$ cat config.mk
export PLATFORM = sky130hd
export DESIGN_NAME = pipe_ctrl
export DESIGN_NICKNAME = d
export VERILOG_FILES = /design/src/rtl/pipe_pkg.sv /design/src/rtl/pipe_ctrl_md_seq.sv /design/src/rtl/pipe_ctrl.sv
export SDC_FILE = /design/constraint.sdc
export NUM_CORES = 1
export LEC_CHECK = 0
export BUFFER_PORTS_ARGS = -buffer_cell sky130_fd_sc_hd__buf_2
export CAP_MARGIN = 30
export CORE_ASPECT_RATIO = 1.1
export CORE_MARGIN = 2
export CORE_UTILIZATION = 40
export DETAILED_ROUTE_END_ITERATION = 16
export PLACE_DENSITY = 0.74
export SLEW_MARGIN = 20
export SYNTH_ARGS = -nofsm -noshare
export SYNTH_HDL_FRONTEND = slang
export SYNTH_SLANG_ARGS = --single-unit
$ cat constraint.sdc
create_clock -name clk -period 2.84 [get_ports clk]
set_input_delay 0.852 -clock clk [delete_from_list [all_inputs] [get_ports clk]]
set_output_delay 0.852 -clock clk [all_outputs]
set_load 0.02 [all_outputs]
$ cat src/rtl/pipe_pkg.sv
// Shared constants and types for the pipeline stall/flush controller.
// Used by pipe_ctrl and md_seq.
package pipe_pkg;

    localparam logic [1:0]  TUSE_NEVER   = 2'd3;
    localparam logic [31:0] EXC_ENTRY    = 32'h00004180;
    localparam int          DEF_MULT_LAT = 5;
    localparam int          DEF_DIV_LAT  = 10;

    typedef enum logic {
        IDLE = 1'b0,
        BUSY = 1'b1
    } md_state_t;

endpackage

$ cat src/rtl/pipe_ctrl_md_seq.sv
// Multiply/divide busy sequencer: counts down the MDU latency after an accepted start.
//
// state | meaning
// IDLE  | MDU free, a start that is not killed loads the latency
// BUSY  | operation in flight, cnt counts down to 1 then returns to IDLE
module md_seq
    import pipe_pkg::*;
#(
    parameter int MULT_LAT = DEF_MULT_LAT,
    parameter int DIV_LAT  = DEF_DIV_LAT,
    parameter int CNT_W    = 4
) (
    input  logic clk,
    input  logic rst,
    input  logic start,
    input  logic is_div,
    input  logic kill,
    output logic busy
);

    md_state_t        state;
    logic [CNT_W-1:0] cnt;

    always_ff @(posedge clk) begin
        if (rst) begin
            state <= IDLE;
            cnt   <= '0;
        end else begin
            case (state)
                IDLE: begin
                    // a start flushed by an exception never reaches the MDU
                    if (start && !kill) begin
                        cnt   <= is_div ? CNT_W'(DIV_LAT) : CNT_W'(MULT_LAT);
                        state <= BUSY;
                    end
                end
                BUSY: begin
                    if (cnt == CNT_W'(1)) begin
                        cnt   <= '0;
                        state <= IDLE;
                    end else begin
                        cnt <= cnt - CNT_W'(1);
                    end
                end
                default: begin
                    state <= IDLE;
                    cnt   <= '0;
                end
            endcase
        end
    end

    // start is folded in combinationally so a trailing md instruction stalls at once
    assign busy = !rst && (start || (state == BUSY));

endmodule

$ cat src/rtl/pipe_ctrl.sv
// Stall/flush scheduler for the five-stage pipeline: Tuse/Tnew hazards, MDU busy, exception entry.
// Build option STALL_PERF_EN adds the stall_cnt and md_stall_cnt performance counters.
module pipe_ctrl
    import pipe_pkg::*;
#(
    parameter int MULT_LAT = DEF_MULT_LAT,
    parameter int DIV_LAT  = DEF_DIV_LAT,
    parameter int CNT_W    = 4
) (
    input  logic       clk,
    input  logic       rst,
    input  logic [4:0] D_rs,
    input  logic [4:0] D_rt,
    input  logic [1:0] D_rs_tuse,
    input  logic [1:0] D_rt_tuse,
    input  logic       D_is_md,
    input  logic [4:0] E_wa,
    input  logic [1:0] E_tnew,
    input  logic [4:0] M_wa,
    input  logic [1:0] M_tnew,
    input  logic       E_md_start,
    input  logic       E_md_is_div,
    input  logic       cp0_req,
    output logic       req,
    output logic       stall,
    output logic       de_clr,
    output logic       md_busy
`ifdef STALL_PERF_EN
    ,
    output logic [31:0] stall_cnt,
    output logic [31:0] md_stall_cnt
`endif
);

    logic hz_rs;
    logic hz_rt;
    logic md_stall;

    assign hz_rs = (D_rs != 5'd0) &&
                   (((E_wa == D_rs) && (E_tnew > D_rs_tuse)) ||
                    ((M_wa == D_rs) && (M_tnew > D_rs_tuse)));
    assign hz_rt = (D_rt != 5'd0) &&
                   (((E_wa == D_rt) && (E_tnew > D_rt_tuse)) ||
                    ((M_wa == D_rt) && (M_tnew > D_rt_tuse)));

    md_seq #(
        .MULT_LAT (MULT_LAT),
        .DIV_LAT  (DIV_LAT),
        .CNT_W    (CNT_W)
    ) u_md_seq (
        .clk    (clk),
        .rst    (rst),
        .start  (E_md_start),
        .is_div (E_md_is_div),
        .kill   (cp0_req),
        .busy   (md_busy)
    );

    assign md_stall = D_is_md && md_busy;

    // exception entry flushes everything, so holding F/D would be pointless
    assign req    = !rst && cp0_req;
    assign stall  = !rst && !cp0_req && (hz_rs || hz_rt || md_stall);
    assign de_clr = stall;

`ifdef STALL_PERF_EN
    always_ff @(posedge clk) begin
        if (rst) begin
            stall_cnt    <= '0;
            md_stall_cnt <= '0;
        end else begin
            if (stall)
                stall_cnt <= stall_cnt + 32'd1;
            if (stall && md_stall)
                md_stall_cnt <= md_stall_cnt + 32'd1;
        end
    end
`endif

endmodule
==> Yosys cells after proc, flatten, opt, wreduce, memory -nomap -nowiden <==
Index checks and enable logic that the tools add are counted.
{ "word_totals": {"mem_bits_rw": 0, "latchBits": 0, "elab_cells": 42, "romBits": 0, "in_bits": 34, "reg_bits": 5, "memories": 0} }
{ "op_classes": {"mul": 0, "div_mod_pow": 0, "n_reduce_logical": 21, "magnitude_cmp": 4, "bitwise": 1, "n_eq_ne": 6, "shift": 0, "muxes": 7, "addsub": 1} }
{ "ops": {"columns": ["cell", "n"], "rows": [
  ["$eq A5 B5 Y1", 4],
  ["$logic_and A1 B1 Y1", 12],
  ["$mux W4", 3],
  ["$reduce_bool A5 Y1", 2],
  ["$gt A2 B2 Y1", 4],
  ["$pmux W4 S2", 1],
  ["$logic_or A1 B1 Y1", 5],
  ["$eq A4 B1 Y1 const B", 1],
  ["$sub A4 B1 Y4 const B", 1],
  ["$logic_not A1 Y1", 2],
  ["$mux W1", 2],
  ["$ne A2 B1 Y1 const B", 1],
  ["$pmux W1 S2", 1],
  ["$not A1 Y1", 1]
]} }

==> Depth between registers and ports, before layout <==
Gate-level depths: netlist of run 1.
{ "depth": {"ltp_word": 7, "mapped_depth": 8} }

==> Cells and area by module <==
From an unflattened synthesis of run 1, not the netlist that was laid out.
{ "unflattened": {"cells_unflattened": 100, "area_unflattened_um2": 785.8} }
{ "by_module_without_submodules": {"columns": ["mod", "instances", "cells_each", "area_each_um2", "seq_area_each_um2"], "rows": [
  ["pipe_ctrl", 1, 63, 474.2, 0.0],
  ["md_seq", 1, 37, 311.5, 100.1]
]} }

==> Worst setup path after synthesis of run 1 <==
No wires, ideal clock.
{ "synth_timing": {"path_type": "input to output", "from": "input D_rs_tuse[1]", "to": "output stall", "t_arrival_ns": 2.400, "setup_slack_ns": -0.412, "cell_stages": 8, "path_buffers": 1, "required_time_ns": 1.988, "cell_sequence": "inv_1 ha_1 nand2_1 nand4_1 nor4_1 o22ai_1 a31oi_1 buf_4"} }
{ "synth_via": {"elab_chain_len": 7, "elab_cells_between_ends": 9, "cone_classes": "order compare (2); reduce/logical (7)"} }
{ "synth_rtl": {"columns": ["item", "line", "text"], "rows": [
  ["start: declaration", "pipe_ctrl.sv:14", "input logic [1:0] D_rs_tuse,"],
  ["$gt A2 B2 Y1, on equally long branches", "pipe_ctrl.sv:40, pipe_ctrl.sv:41", null],
  ["$logic_and A1 B1 Y1, on equally long branches", "pipe_ctrl.sv:40, pipe_ctrl.sv:41", null],
  ["$logic_or A1 B1 Y1 (*)", "pipe_ctrl.sv:40", "(((E_wa == D_rs) && (E_tnew > D_rs_tuse)) ||"],
  ["$logic_and A1 B1 Y1 (*)", "pipe_ctrl.sv:39", "assign hz_rs = (D_rs != 5'd0) &&"],
  ["$logic_or A1 B1 Y1 (*) (2 in a row)", "pipe_ctrl.sv:63", "assign stall = !rst && !cp0_req && (hz_rs || hz_rt || md_stall);"],
  ["$logic_and A1 B1 Y1 (*)", "pipe_ctrl.sv:63", null],
  ["end: declaration", "pipe_ctrl.sv:25", "output logic stall,"]
]} }
Every way passes the cells marked *; elsewhere a longest branch is shown, timed or not.

==> Worst setup path after layout of run 1 <==
{ "layout_timing": {"from": "input D_rt_tuse[1]", "to": "output de_clr"} }
{ "layout_via": {"elab_chain_len": 7, "elab_cells_between_ends": 9, "cone_classes": "order compare (2); reduce/logical (7)"} }
{ "layout_rtl": {"columns": ["item", "line", "text"], "rows": [
  ["start: declaration", "pipe_ctrl.sv:15", "input logic [1:0] D_rt_tuse,"],
  ["$gt A2 B2 Y1, on equally long branches", "pipe_ctrl.sv:43, pipe_ctrl.sv:44", null],
  ["$logic_and A1 B1 Y1, on equally long branches", "pipe_ctrl.sv:43, pipe_ctrl.sv:44", null],
  ["$logic_or A1 B1 Y1 (*)", "pipe_ctrl.sv:43", "(((E_wa == D_rt) && (E_tnew > D_rt_tuse)) ||"],
  ["$logic_and A1 B1 Y1 (*)", "pipe_ctrl.sv:42", "assign hz_rt = (D_rt != 5'd0) &&"],
  ["$logic_or A1 B1 Y1 (*) (2 in a row)", "pipe_ctrl.sv:63", null],
  ["$logic_and A1 B1 Y1 (*)", "pipe_ctrl.sv:63", null],
  ["end: declaration", "pipe_ctrl.sv:26", "output logic de_clr,"]
]} }
Marked as above.

==> reports/metrics.cfg, run 1 <==
[run_status]
status=finished with violations
failed_checks=setup timing

[critical_path]
crit_type=in -> out
cpPeakStageDelay_ns=0.36
cp_slowest_cell=a2111oi_4
crit_chain=buf_8 > inv_8 > ha_4 > buf_6 > a2111oi_4 > o22ai_2 > a31oi_2 > buf_4
cp_max_fo=2
cp_data_arrival_time_ns=2.19
startpoint_type=input port
rrSetupSlack_ns=1.58
required_ns=1.99
cp-end-kind=output port

[global_routing]
grt_first_pass_wirelength_mm=3.18
antenna_found_initial=0
grt_pass1_vias=811
grt_max_degree=9
grt-ovfl-total=0
grtUsageTotal=0.186

[sta]
tightest_slew_ns=0.310
min_period_ns=3.05
min_period_over_period=1.07
fmax_mhz=328
skew_ns=0.00714
setup_ws_ns=-0.206
finalSetupViolCount=2
rsz0062_at_grt=yes
finalMaxSlewViolations=0
hold_slack_ns=0.529
finalHoldViolations=0
max_slew_margin=0.791

[route]
drtIter0Drc=16
drcViolationCount=0
antenna_left=0
drt_wl_total_mm=1.95
vias=824
vias_per_cell=5.32
wl_per_cell_um=12.6
firstDrtPassIters=4

[floorplanning]
core-area_um2=1780
initial_core_util=0.421
rows=16
die_w_um=45.3
io_pins=38
die_area_um2=2240
dieHeight_um=49.4

[synthesis]
synth_nets=142
yosys_warnings=0
synthTopCellsByArea=ha_1 (17%), xnor2_1 (14%), dfxtp_1 (13%), xor2_1 (8.2%), inv_1 (6.0%)
synth_area_um2=751
synthTopCellsByCount=inv_1 (12), xnor2_1 (12), nor2_1 (11)
seq_area_frac_synth=0.133
yosys.area.top_type=ha_1
synth_edf_count=0
synthCells=98
post-synth-top-area-fraction=0.167
ys.flop_type=dfxtp_1
yosysUniqueCellTypes=29
postSynth.asyncResetShare=0
avgSynthCellArea_um2=7.66
synth_seq_cells=5

[finish]
drive_above_1_share=0.467
fin_nets=182
postLayoutCoreUtil=0.663
n_antenna_cell=0
final_area_um2=1180
syn2layout_area_growth_pct=57.3
n_fill_cell=154

[clocking]
postCtsHoldBufs=0
cts_tree=yes
worst_setup_hold_path_clk_slew_ns=0.05
clock-root-buffer=clkbuf_4
htree_levels=1
cts_buffer_depth=2
cts_buffers=3
cts_num_sinks=5
clock_latency_ns=0.24

[placement]
place_hpwl_mm=1.56
gp_congestion=0.803
postPlaceCellArea_um2=950
port_buffers=37

[power]
power_switching_w=0.000123
comb_power_share=0.509
seqPwrFrac=0.251
sw_frac_of_total=0.359
power.internal_w=0.000219
power_density_nw_per_um2=289
total_leakage_power_nw=0.491
p_clk_frac=0.240
ir_drop_mv=0.180
finalPower_w=0.000342

[flow_run]
drv_cap=0

[min_path]
min_path_type=reg -> reg

==> area by class of cell <==
type                    instances  area, um^2  share of cell area
multi-input cells              78         728               0.617
repair buffers                 38         241               0.204
flip-flops and latches          5         100              0.0847
inverters                      12        62.6              0.0530
clock buffers                   4        26.3              0.0222
well taps                      18        22.5              0.0191
==> power groups by stage <==
| stage | combinational (W) | sequential (W) | clock, W |
|---|---|---|---|
| 5_1_grt | 0.000193 | 0.0000866 | 0.0000891 |
| 2_1_floorplan | 0.0000858 | 0.0000831 | 0 |
| 3_3_place_gp | 0.000129 | 0.0000865 | 0 |
| 4_1_cts | 0.000154 | 0.0000858 | 0.0000834 |
| 6_report | 0.000174 | 0.0000859 | 0.0000821 |
| 3_5_place_dp | 0.000133 | 0.0000870 | 0 |
==> critical path, delay by kind of cell <==
kind,cells,cell delay [ns]
buffers and inverters,4,0.43
adders and majority gates,1,0.19
AOI/OAI and AO/OA,3,0.72
==> worst paths after layout <==
kind / startpoint / end / cells past startpoint
min reg2reg: u_md_seq.cnt[1]$_SDFFE_PP0P_ / u_md_seq.cnt[1]$_SDFFE_PP0P_ / 2
max: D_rt_tuse[1] / de_clr / 8
max reg2reg: u_md_seq.cnt[0]$_SDFFE_PP0P_ / u_md_seq.cnt[1]$_SDFFE_PP0P_ / 5
min: u_md_seq.cnt[1]$_SDFFE_PP0P_ / u_md_seq.cnt[1]$_SDFFE_PP0P_ / 2
==> through the flow <==
step / TNS, ns / instances / setup WS (ns)
global route: -0.553 / 155 / -0.277
detailed placement: -0.458 / 150 / -0.230
floorplan: -0.203 / 98 / -0.203
finish: -0.413 / 155 / -0.206
global placement: -0.379 / 150 / -0.190
CTS: -0.262 / 155 / -0.131
==> per-layer routing <==
metal	GRT usage	share of wire
met1	0.208	0.40
met3	0.0259	0.038
met4	0.0441	0.0062
met2	0.348	0.55
met5	0	0
==> state kept, by name, indices dropped and copies added (netlist names) <==
signal and cells:
u_md_seq.state 1, u_md_seq.cnt 4
==> what timing repair did <==
action | CTS | global route
setup buffers | 1 | 0
endpoints found under the setup margin | 2 | 2
resized for setup | 25 | 16
endpoints found under the hold margin | 0 | 0
pin swaps | 7 | 10
==> cell families (layout without fill, tap and decap cells) <==
family | count (synthesis) | after routing | share of synthesized area
muxes | 2 | 2 | 0.0267
buffers and inverters | 15 | 54 | 0.0800
and+or+nand+nor | 31 | 31 | 0.203
adders and majority gates | 10 | 10 | 0.167
DFF | 5 | 5 | 0.133
xor gates and xnor gates | 20 | 20 | 0.243
AOI/OAI and AO/OA | 15 | 15 | 0.147
==> layout by cell type (no fill, tap or decap) <==
master,Yosys,routed
buf_2,0,28
xnor2_1,12,12
nor2_1,11,11
inv_1,12,8
xor2_1,7,7
ha_4,0,7
buf_6,0,5
dfxtp_1,5,5
buf_4,1,4
nand2_1,6,3
nand2_2,0,3
nand4_1,3,3
a21oi_1,3,3
a211oi_1,3,3
ha_1,10,3
clkbuf_4,0,3
inv_6,0,2
nor4_1,3,2
or4_1,2,2
nor3_1,2,2
mux2i_1,2,2
inv_8,0,1
inv_2,0,1
o22ai_1,2,1
xnor2_2,1,1
nand3_1,1,1
nor2b_4,0,1
o21ai_2,0,1
a2111oi_4,0,1
nor4_2,0,1
o22ai_2,0,1
or2_2,1,1
a31oi_2,0,1
a21oi_2,1,1
nor4b_1,1,1
a22oi_1,1,1
o311ai_0,1,1
a311oi_1,1,1
clkbuf_1,2,1
buf_8,0,1
No activity file was read; power rests on OpenSTA's default activity.
==> run 2: changes to the inputs <==
==> constraint.sdc (replaced) <==
create_clock -name clk -period 2.55 [get_ports clk]
set_input_delay 0.765 -clock clk [delete_from_list [all_inputs] [get_ports clk]]
set_output_delay 0.765 -clock clk [all_outputs]
set_load 0.02 [all_outputs]
==> run 2 against run 1 <==
The run still ends with setup timing left. Power grew 9.5%. Sequential share of layout area grew 0.16 points. Register-to-register slack lost 0.24 ns. Design area shrank 1.8%. Final cell count grew 0.65%. Clock power grew 13%. Die area is the same. Clock-buffer cell count is the same. Sequential power grew 11%. Critical endpoint unchanged.
==> reports/metrics.cfg, run 2 (synthesis results as in run 1) <==
[clocking]
htree_levels=1
clock_latency_ns=0.24
cts_buffer_depth=2
cts_num_sinks=5
clock-root-buffer=clkbuf_4
cts_tree=yes
worst_setup_hold_path_clk_slew_ns=0.05
cts_buffers=3

[global_routing]
grt_pass1_vias=854
grt_first_pass_wirelength_mm=3.22
antenna_found_initial=0
grt_max_degree=9
grt-ovfl-total=0
grtUsageTotal=0.188

[critical_path]
cp_slowest_cell=nor4_1
startpoint_type=input port
cpPeakStageDelay_ns=0.26
crit_type=in -> out
cp_max_fo=2
crit_family=simple AND/OR/NAND/NOR gates
cp_data_arrival_time_ns=2.09
crit_chain=buf_2 > inv_2 > ha_4 > nand2_2 > nand4_1 > nor4_1 > o22ai_1 > a31oi_2 > buf_4
cp_num_buf_inv=3
cp-end-kind=output port
required_ns=1.79

[power]
power_density_nw_per_um2=323
seqPwrFrac=0.255
comb_power_share=0.496
total_leakage_power_nw=0.493
power.internal_w=0.000239
p_clk_frac=0.249
ir_drop_mv=0.206
sw_frac_of_total=0.361
power_switching_w=0.000135

[finish]
n_fill_cell=137
stdcell_count=156
n_antenna_cell=0
fin_nets=183
syn2layout_area_growth_pct=54.5
regMostFlops=u_md_seq.cnt
final_common_cell=buf_2
reg_top3=u_md_seq.cnt (4), u_md_seq.state (1)
final_cell_mix=buf_2 (32), xnor2_1 (12), nor2_1 (11)
final_area_um2=1160
drive_above_1_share=0.449
postLayoutCoreUtil=0.651
largest_reg_flops=4

[floorplanning]
initial_core_util=0.421
core-area_um2=1780
die_area_um2=2240
die_w_um=45.3
dieHeight_um=49.4
rows=16
io_pins=38

[route]
firstDrtPassIters=4
vias=831
wl_per_cell_um=12.4
antenna_left=0
vias_per_cell=5.33
drtIter0Drc=9
drcViolationCount=0
drt_wl_total_mm=1.94

[sta]
finalHoldViolations=0
fmax_mhz=351
rsz0062_at_grt=yes
max_slew_margin=0.789
tightest_slew_ns=0.312
finalMaxSlewViolations=0
setup_ws_ns=-0.302
min_period_over_period=1.12
skew_ns=0.00575
hold_slack_ns=0.514
finalSetupViolCount=2
min_period_ns=2.85

[run_status]
status=finished with violations
failed_checks=setup timing

[placement]
postPlaceCellArea_um2=995
place_ws_ns=-0.344
dp.cells=151
place_hpwl_mm=1.55
port_buffers=37
gp_congestion=0.829

[flow_run]
drv_cap=0

[min_path]
min_path_type=reg -> reg

[run 2: cell count changes in the layout (fill, tap and decap cells not counted), moves of 2 or more]
cell / before / now
buf_6: 5 / 3
inv_6: 2 / 0
buf_2: 28 / 32
nand2_2: 3 / 1
nand2_1: 3 / 5
[run 2: cell type report]
type                       instances  area [um^2]  area share
clock buffer                       4         26.3      0.0227
multi-input combinational         78          717       0.618
timing repair buffer              39          236       0.204
inverter                          12         57.6      0.0496
tap                               18         22.5      0.0194
sequential                         5          100      0.0863
[run 2: repair_timing]
item | in CTS | in global routing
endpoints found under the setup margin | 2 | 2
endpoints found under the hold margin | 0 | 0
hold buffers | 0 | 0
pin swaps | 6 | 0
resized for setup | 15 | 7
setup buffers | 1 | 0
[run 2: tightest hold or removal path: stages (launching register included)]
cell      delay, ns
dfxtp_1        0.30
inv_1          0.09
a211oi_1       0.07
[run 2: worst paths after layout]
path	start	end	slack [ns]	cells after the start
hold / removal	u_md_seq.cnt[1]$_SDFFE_PP0P_	u_md_seq.cnt[1]$_SDFFE_PP0P_	0.51	2
hold reg to reg	u_md_seq.cnt[1]$_SDFFE_PP0P_	u_md_seq.cnt[1]$_SDFFE_PP0P_	0.51	2
setup reg to reg	u_md_seq.cnt[0]$_SDFFE_PP0P_	u_md_seq.cnt[1]$_SDFFE_PP0P_	1.34	5
setup / recovery	D_rs_tuse[1]	de_clr	-0.30	9
[run 2: routing by layer]
layer | GRT usage | up-vias | wire (um)
li1 | - | 423 | -
met1 | 0.186 | 374 | 708
met2 | 0.364 | 32 | 1090
met3 | 0.0222 | 2 | 125
met4 | 0.0833 | 0 | 18
met5 | 0 | - | 0
[run 2: stage by stage]
stage / power, W / setup TNS (ns)
after detailed placement: 0.000253 / -0.684
after global routing: 0.000403 / -0.734
after CTS: 0.000367 / -0.534
final: 0.000374 / -0.602
after global placement: 0.000249 / -0.620
after floorplan: 0.000192 / -0.259
[run 2: power by group through the flow]
| stage | clock [W] | combinational [W] | sequential, W |
|---|---|---|---|
| after global placement | 0 | 0.000152 | 0.0000964 |
| after floorplan | 0 | 0.0000998 | 0.0000926 |
| after CTS | 0.0000949 | 0.000177 | 0.0000953 |
| after global routing | 0.0000997 | 0.000207 | 0.0000965 |
| final | 0.0000931 | 0.000186 | 0.0000956 |
| after detailed placement | 0 | 0.000157 | 0.0000968 |
==> run 3: changes to the inputs <==
--- a/config.mk
+++ b/config.mk
@@ -7,11 +7,11 @@
 export LEC_CHECK = 0
 export BUFFER_PORTS_ARGS = -buffer_cell sky130_fd_sc_hd__buf_2
 export CAP_MARGIN = 30
-export CORE_ASPECT_RATIO = 1.1
 export CORE_MARGIN = 2
 export CORE_UTILIZATION = 40
 export DETAILED_ROUTE_END_ITERATION = 16
 export PLACE_DENSITY = 0.74
+export RECOVER_POWER = 25
 export SLEW_MARGIN = 20
 export SYNTH_ARGS = -nofsm -noshare
 export SYNTH_HDL_FRONTEND = slang
==> run 3 against run 2 <==
Routed wire length rose by 12%. Design area rose by 0.43%. Clock skew is 0.0022 ns lower. First-iteration DRC count decreased by 67%. Die area about the same. Core utilization up 1.6 points. The flow still finishes with violations (setup timing). Via count is 2.3% higher. Clock-buffer cell count unchanged. Sequential power about the same. Largest power group unchanged. Worst setup slack worse by 0.0060 ns. Largest cell class unchanged.
==> reports/metrics.cfg, run 3 (synthesis results as in run 1) <==
[global_routing]
grt_pass1_vias=834
antenna_found_initial=0
grtUsageTotal=0.204
grt_max_degree=9
grt_first_pass_wirelength_mm=3.22
grt-ovfl-total=0

[route]
vias=850
met2_length_mm=1.14
drcViolationCount=0
wl_met1_um=815
antenna_left=0
drt_wl_total_mm=2.18
firstDrtPassIters=4
route.met3.wl_um=97
drtIter0Drc=3
topRoutingLayerUsed=met4
vias_per_cell=5.21
wl_per_cell_um=13.4

[critical_path]
required_ns=1.79
cp-end-kind=output port
cp_slowest_cell=nor4_2
crit_family=simple AND/OR/NAND/NOR gates
cpPeakStageDelay_ns=0.29
startpoint_type=input port
cp_data_arrival_time_ns=2.09
crit_chain=buf_6 > inv_4 > ha_4 > nand2_2 > nand4_1 > nor4_2 > o22ai_1 > a31oi_2 > buf_4
crit_type=in -> out
cp_num_buf_inv=3
cp_max_fo=2

[sta]
max_slew_margin=0.692
min_period_over_period=1.12
tightest_slew_ns=0.462
setup_tns_ns=-0.615
skew_ns=0.00359
min_period_ns=2.86
finalHoldViolations=0
fmax_mhz=350
hold_slack_ns=0.541
setup_ws_ns=-0.308
finalMaxSlewViolations=0
rsz0062_at_grt=yes
finalSetupViolCount=2

[finish]
reg_top3=u_md_seq.cnt (4), u_md_seq.state (1)
drive_above_1_share=0.442
regMostFlops=u_md_seq.cnt
n_antenna_cell=0
final_cell_mix=buf_2 (31), xnor2_1 (12), nor2_1 (11)
syn2layout_area_growth_pct=55.2
final_common_cell=buf_2
largest_reg_flops=4
fin_nets=183

[clocking]
cts_buffer_depth=2
cts_tree=yes
cts_buffers=3
postCtsHoldBufs=0
worst_setup_hold_path_clk_slew_ns=0.04
cts_num_sinks=5
clock-root-buffer=clkbuf_4
clock_latency_ns=0.24
htree_levels=1

[floorplanning]
core-area_um2=1750
dieHeight_um=47.3
die_w_um=47.3
die_area_um2=2240
rows=15
initial_core_util=0.430
io_pins=38

[flow_run]
drv_cap=0

[min_path]
min_path_type=reg -> reg

[placement]
place_hpwl_mm=1.61
gp_congestion=0.860
port_buffers=37

[power]
ir_drop_mv=0.126
power_density_nw_per_um2=322
total_leakage_power_nw=0.493

[run_status]
status=finished with violations
failed_checks=setup timing

run 3: what timing repair did:
item                       4_1_cts  5_1_grt
hold endpoints to repair         0        0
pin swaps                        7        0
setup buffers                    2        0
gates resized for setup         20        4
setup endpoints to repair        2        2
run 3: stage by stage:
step           cells  worst slack [ns]  area, um^2  utilization  total power [W]
2_1_floorplan     98            -0.235         795            -         0.000192
4_1_cts          163            -0.233        1140        0.653         0.000371
3_5_place_dp     157            -0.337         996        0.571         0.000254
3_3_place_gp     157            -0.304         996        0.571         0.000248
6_report         163            -0.308        1160        0.667         0.000376
5_1_grt          163            -0.425        1160        0.667         0.000404
run 3: power breakdown:
group / switching (W) / internal (W) / total, W / leakage, nW
Combinational: 0.0000979 / 0.0000940 / 0.000192 / 0.437
Clock: 0.0000290 / 0.0000589 / 0.0000880 / 0.0150
Sequential: 0.00000943 / 0.0000862 / 0.0000956 / 0.0414
Total: 0.000136 / 0.000239 / 0.000376 / 0.493
run 3: final cells by class:
class                           instances  area [um^2]
Inverter                               12         62.6
Clock buffer                            4         26.3
Tap cell                               25         31.3
Multi-Input combinational cell         78          707
Timing Repair Buffer                   39          238
Fill cell                             147          581
Sequential cell                         5          100
run 3: path summary, 6_finish.rpt:
kind	from	endpoint	slack, ns	depth (start not counted)
min	u_md_seq.cnt[1]$_SDFFE_PP0P_	u_md_seq.cnt[1]$_SDFFE_PP0P_	0.54	2
max reg2reg	u_md_seq.state$_SDFF_PP0_	u_md_seq.cnt[3]$_SDFFE_PP0P_	1.24	4
min reg2reg	u_md_seq.cnt[1]$_SDFFE_PP0P_	u_md_seq.cnt[1]$_SDFFE_PP0P_	0.54	2
max	D_rs_tuse[1]	stall	-0.31	9
run 3: tightest hold or removal path: stages, from the launching register on:
cell,delay [ns]
dfxtp_1,0.30
inv_1,0.10
a211oi_1,0.08
run 3: per-layer routing:
metal | vias to the layer above | track usage
li1 | 421 | -
met1 | 382 | 0.213
met2 | 35 | 0.365
met3 | 12 | 0.0231
met4 | 0 | 0.161
met5 | - | 0
